<file path="config.mk">
export PLATFORM = sky130hd
export DESIGN_NAME = npc_unit
export DESIGN_NICKNAME = d
export VERILOG_FILES = /design/src/rtl/npc_unit_pkg.sv /design/src/rtl/npc_unit_br_cmp.sv /design/src/rtl/npc_unit.sv
export SDC_FILE = /design/constraint.sdc
export NUM_CORES = 1
export LEC_CHECK = 0
export ABC_AREA = 0
export BUFFER_PORTS_ARGS = -buffer_cell sky130_fd_sc_hd__buf_2
export CAP_MARGIN = 20
export CORE_MARGIN = 2
export CORE_UTILIZATION = 41
export DETAILED_ROUTE_END_ITERATION = 12
export PLACE_DENSITY = 0.75
export SYNTH_ARGS = -nofsm -noshare
export SYNTH_HDL_FRONTEND = slang
export SYNTH_SLANG_ARGS = --single-unit
</file>
<file path="constraint.sdc">
create_clock -name clk -period 6.1 [get_ports clk]
set_input_delay 0.61 -clock clk [delete_from_list [all_inputs] [get_ports clk]]
set_output_delay 0.61 -clock clk [all_outputs]
set_load 0.02 [all_outputs]
</file>
<file path="src/rtl/npc_unit_pkg.sv">
// rtl/npc_unit_pkg.sv - next-PC operation codes, branch codes and FSM state encoding
package npc_unit_pkg;

  localparam logic [1:0] NPC_PC4  = 2'd0;
  localparam logic [1:0] NPC_JMP  = 2'd1;
  localparam logic [1:0] NPC_JAL  = 2'd2;
  localparam logic [1:0] NPC_JALR = 2'd3;

  localparam logic [2:0] BR_EQ = 3'd0;
  localparam logic [2:0] BR_NE = 3'd1;
  localparam logic [2:0] BR_LT = 3'd2;
  localparam logic [2:0] BR_GE = 3'd3;
  localparam logic [2:0] BR_NO = 3'd4;

  typedef enum logic [1:0] {
    NPC_ST_BOOT = 2'd0,
    NPC_ST_RUN  = 2'd1,
    NPC_ST_HALT = 2'd2
  } npc_state_e;

  function automatic logic is_aligned(input logic [31:0] addr);
    return addr[1:0] == 2'b00;
  endfunction

endpackage

</file>
<file path="src/rtl/npc_unit_br_cmp.sv">
// rtl/npc_unit_br_cmp.sv - branch condition evaluation from ALU flags
module npc_unit_br_cmp
  import npc_unit_pkg::*;
(
  input  logic [2:0] br_op,
  input  logic       zero,
  input  logic       lt,
  output logic       taken
);

  always_comb begin
    taken = 1'b0;
    case (br_op)
      BR_EQ:   taken = zero;
      BR_NE:   taken = ~zero;
      BR_LT:   taken = lt;
      BR_GE:   taken = ~lt;
      default: taken = 1'b0;
    endcase
  end

endmodule

</file>
<file path="src/rtl/npc_unit.sv">
// rtl/npc_unit.sv - fetch PC owner: EX-stage redirect, flush, stall and misalign halt
// Optional perf counters enabled by defining NPC_PERF_EN.
module npc_unit
  import npc_unit_pkg::*;
#(
  parameter logic [31:0] RESET_PC = 32'h0000_0000,
  parameter int          CNT_W    = 32
) (
  input  logic             clk,
  input  logic             rst_n,
  input  logic             stall,
  input  logic             ex_valid,
  input  logic [1:0]       ex_npc_op,
  input  logic [2:0]       ex_br_op,
  input  logic             ex_alu_zero,
  input  logic             ex_alu_lt,
  input  logic [31:0]      ex_pc,
  input  logic [31:0]      ex_imm,
  input  logic [31:0]      ex_alu_c,
  output logic [31:0]      pc,
  output logic [31:0]      pc4,
  output logic             fetch_valid,
  output logic             flush,
  output logic             halted,
  output logic [CNT_W-1:0] redirect_cnt,
  output logic [CNT_W-1:0] taken_br_cnt,
  output logic [CNT_W-1:0] stall_cnt
);

  npc_state_e  state, state_nxt;
  logic [31:0] pc_nxt;
  logic [31:0] target;
  logic        taken, is_jmp, is_jal, is_jalr, redirect, aligned;

  npc_unit_br_cmp u_br_cmp (
    .br_op (ex_br_op),
    .zero  (ex_alu_zero),
    .lt    (ex_alu_lt),
    .taken (taken)
  );

  // ex_valid gates every decode term so X on a bubble's fields cannot reach redirect
  always_comb begin
    is_jmp   = ex_valid && (ex_npc_op == NPC_JMP);
    is_jal   = ex_valid && (ex_npc_op == NPC_JAL);
    is_jalr  = ex_valid && (ex_npc_op == NPC_JALR);
    target   = is_jalr ? (ex_alu_c & ~32'h1) : (ex_pc + ex_imm);
    redirect = (state == NPC_ST_RUN) && (is_jal || is_jalr || (is_jmp && taken));
    aligned  = is_aligned(target);
    flush    = redirect && aligned;
  end

  always_comb begin
    state_nxt = state;
    pc_nxt    = pc;
    case (state)
      NPC_ST_BOOT: state_nxt = NPC_ST_RUN;
      NPC_ST_RUN: begin
        if (redirect && !aligned) state_nxt = NPC_ST_HALT;
        else if (flush)           pc_nxt    = target;
        else if (!stall)          pc_nxt    = pc + 32'd4;
      end
      default: state_nxt = state;
    endcase
  end

  always_ff @(posedge clk or negedge rst_n) begin
    if (!rst_n) begin
      state <= NPC_ST_BOOT;
      pc    <= RESET_PC;
    end else begin
      state <= state_nxt;
      pc    <= pc_nxt;
    end
  end

  assign pc4         = pc + 32'd4;
  assign fetch_valid = (state == NPC_ST_RUN) && !stall;
  assign halted      = (state == NPC_ST_HALT);

`ifdef NPC_PERF_EN
  localparam logic [CNT_W-1:0] CNT_ONE = {{(CNT_W-1){1'b0}}, 1'b1};

  always_ff @(posedge clk or negedge rst_n) begin
    if (!rst_n) begin
      redirect_cnt <= '0;
      taken_br_cnt <= '0;
      stall_cnt    <= '0;
    end else if (state == NPC_ST_RUN) begin
      if (flush)             redirect_cnt <= redirect_cnt + CNT_ONE;
      if (flush && is_jmp)   taken_br_cnt <= taken_br_cnt + CNT_ONE;
      if (stall && !redirect) stall_cnt   <= stall_cnt + CNT_ONE;
    end
  end
`else
  assign redirect_cnt = '0;
  assign taken_br_cnt = '0;
  assign stall_cnt    = '0;
`endif

endmodule

</file>
==> reports/metrics.yaml <==
drt-vias-per-instance: 5.30
rsz0062_at_grt: "false"
rows: 40
ys_warn_count: 0
cts_resized: 0
final_cell_mix: "buf_2, conb_1, a21oi_1"
clk_pin_slew_worst_paths_ps: 60
wirelength_mm: 14.9
firstDrtPassIters: 5
grt_pass1_wl_mm: 23.2
layout_commonest_cell: "buf_2"
hold_buffers: 0
grt_pass1_vias: 4531
vias: 5114
clock-sinks: 34
die_h_um: 114
cts_buffers: 5
syn_avg_cell_area_um2: 7.45
ir_worst_vdd_uv: 105
r2r_cells: 12
final_antenna_net_count: 0
fin_worst_skew_ps: 5.33
min_period_ps: 3550
slew_headroom: 0.427
reg2reg_slack_ps: 3100
powerDensity_mw_per_mm2: 288
die-area_mm2: 0.0130
finalNetCount: 956
final-setup-viol-count: 0
globalRouteOverflowTotal: 0
place_hpwl_mm: 11.9
drv_cap: 0
slew_viol_final: 0
cp.required_ps: 5490
antenna_cells: 0
grt_max_degree: 38
ys_ff_latch: 34
timing.setup.tns_ps: 0
dr.first_iter.drc_count: 267
grtUsageTotal: 0.221
status: "complete, no violations"
cp-end-kind: "output pin"
worstPathArrival_ps: 2940
start_util: 0.416
synth_seq_area_share: 0.172
crit_end: "flush"
tightestPinTransition_ps: 853
clockRootBuffer: "clkbuf_16"
io_buffer_count: 172
fillers: 1249
post-route-period-util: 0.582
insertion_delay_ps: 280
async_flop_share: 1.00
hold_class: "in -> async"
fin_area_mm2: 0.00571
antenna_found_initial: 0
r2r_start: "state[1]"
p_leak_nw: 2.86
pin_count: 270
netlist_instances: 664
ys.flop_type: "dfrtp_1"
area_growth_pct: 15.4
critical_path_class: "in -> out"
slowest_stage: "fa_1"
cts_tree: "built"
dieWidth_um: 114
cp_max_fo: 37
synth_area_mm2: 0.00495
crit_path_start: "ex_pc[0]"
htree_levels: 2
core-area_mm2: 0.0119
cts_setup_buffers: 0
cp-start-kind: "input port"
drc: 0
wl_per_cell_um: 15.5
path_cells: "buf_2 -> ha_1 -> fa_1 -> nor2_1 -> o21ai_1 -> nor2_1 -> nand3_2 -> buf_4 -> inv_2 -> buf_4 -> buf_2"
clock.fmax_mhz: 282
yosysUniqueCellTypes: 68
cp_slowest_stage_delay_ps: 430
gp_congestion: 0.924
synth-edff-count: 0
rr_endpoint: "pc[7]"
clock_path_buffers: 2
drive_gt1_frac: 0.242
dpl_cell_area_mm2: 0.00555
hold_viol_final: 0
-- power breakdown --
part           leakage (nW)  internal (mW)  total (mW)  switching [mW]
sequential            0.420          0.305       0.439           0.134
clock                0.0836          0.191       0.290          0.0990
combinational          2.36          0.333       0.918           0.586
total                  2.86          0.829        1.65           0.818
-- flip-flops by register name, summed over array words and instances, names as in the netlist --
name   count
pc        32
state      2
-- cell usage after synthesis, drive strengths merged, types with 2 or more instances --
| library cell | number | area [um^2] |
|---|---|---|
| buf | 105 | 766 |
| a21oi | 58 | 294 |
| nand2 | 50 | 188 |
| nor2 | 47 | 176 |
| o21ai | 44 | 220 |
| dfrtp | 34 | 851 |
| ha | 32 | 400 |
| xnor2 | 32 | 280 |
| nand3 | 31 | 160 |
| a21o | 26 | 195 |
| clkbuf | 24 | 90.1 |
| xor2 | 22 | 193 |
| nand4 | 19 | 119 |
| a211oi | 13 | 103 |
| a31oi | 12 | 81.3 |
| o211ai | 12 | 90.1 |
| inv | 10 | 37.5 |
| nor3 | 8 | 40.0 |
| nor4 | 8 | 56.3 |
| and3 | 7 | 43.8 |
| nand2b | 5 | 31.3 |
| o21bai | 5 | 41.3 |
| a311oi | 4 | 35.0 |
| o22ai | 4 | 25.0 |
| a221oi | 3 | 26.3 |
| a31o | 3 | 26.3 |
| and2 | 3 | 18.8 |
| nor2b | 3 | 18.8 |
| o221ai | 3 | 26.3 |
| o22a | 3 | 26.3 |
| or3 | 3 | 18.8 |
| a211o | 2 | 17.5 |
| a21boi | 2 | 15.0 |
| mux2i | 2 | 20.0 |
| nor3b | 2 | 15.0 |
| o21a | 2 | 15.0 |
| o311ai | 2 | 17.5 |
-- final cells by class --
| cell class | instances | area, um^2 | area share |
|---|---|---|---|
| Tap cell | 147 | 184 | 0.0322 |
| Inverter | 11 | 41.3 | 0.00723 |
| Clock inverter | 3 | 40.0 | 0.00701 |
| Clock buffer | 5 | 125 | 0.0219 |
| Sequential cell | 34 | 851 | 0.149 |
| Multi-Input combinational cell | 585 | 3560 | 0.623 |
| Timing Repair Buffer | 179 | 913 | 0.160 |
-- through the flow --
step	total power, mW	instances	hold WS [ps]	util	setup slack [ps]
global route	1.76	964	499	0.480	2410
floorplan	1.09	759	314	-	3180
detailed placement	1.35	956	496	0.466	2540
finish	1.65	964	421	0.480	2550
CTS	1.65	964	458	0.480	2560
global placement	1.35	956	485	0.466	2570
-- layer usage --
| layer | routed length, um | up-vias | track usage |
|---|---|---|---|
| li1 | - | 2526 | - |
| met1 | 6530 | 2314 | 0.298 |
| met2 | 6890 | 252 | 0.376 |
| met3 | 1300 | 22 | 0.0335 |
| met4 | 210 | 0 | 0.0480 |
| met5 | 0 | - | 0 |
-- worst min-delay path by stage --
stage / from / end / slack [ps] / depth (start not counted)
global route: rst_n / pc[1] / 500 / 1
finish: rst_n / pc[27] / 420 / 1
CTS: rst_n / pc[1] / 460 / 1
detailed placement: pc[1] / pc[1] / 500 / 1
floorplan: rst_n / pc[0] / 310 / 0
global placement: pc[1] / pc[1] / 490 / 1
-- cells by family (layout without fill, tap and decap cells) --
logic type | Yosys count | in the layout | share of synthesized area
flip-flops | 34 | 34 | 0.172
buffers and inverters | 140 | 198 | 0.181
adder cells (fa/ha/maj) | 33 | 33 | 0.0849
XOR/XNOR | 54 | 54 | 0.0956
other | 1 | 96 | 0.000758
AO/OA/AOI/OAI | 209 | 209 | 0.275
AND/OR/NAND/NOR | 191 | 191 | 0.187
multiplexers | 2 | 2 | 0.00404
-- worst max-delay path, delay by kind of cell --
family | cells | cell delay, ps
buffers and inverters | 5 | 990
adder cells (fa/ha/maj) | 2 | 660
AND/OR/NAND/NOR | 3 | 500
AO/OA/AOI/OAI | 1 | 150
Power figures use the tool's default switching activity.
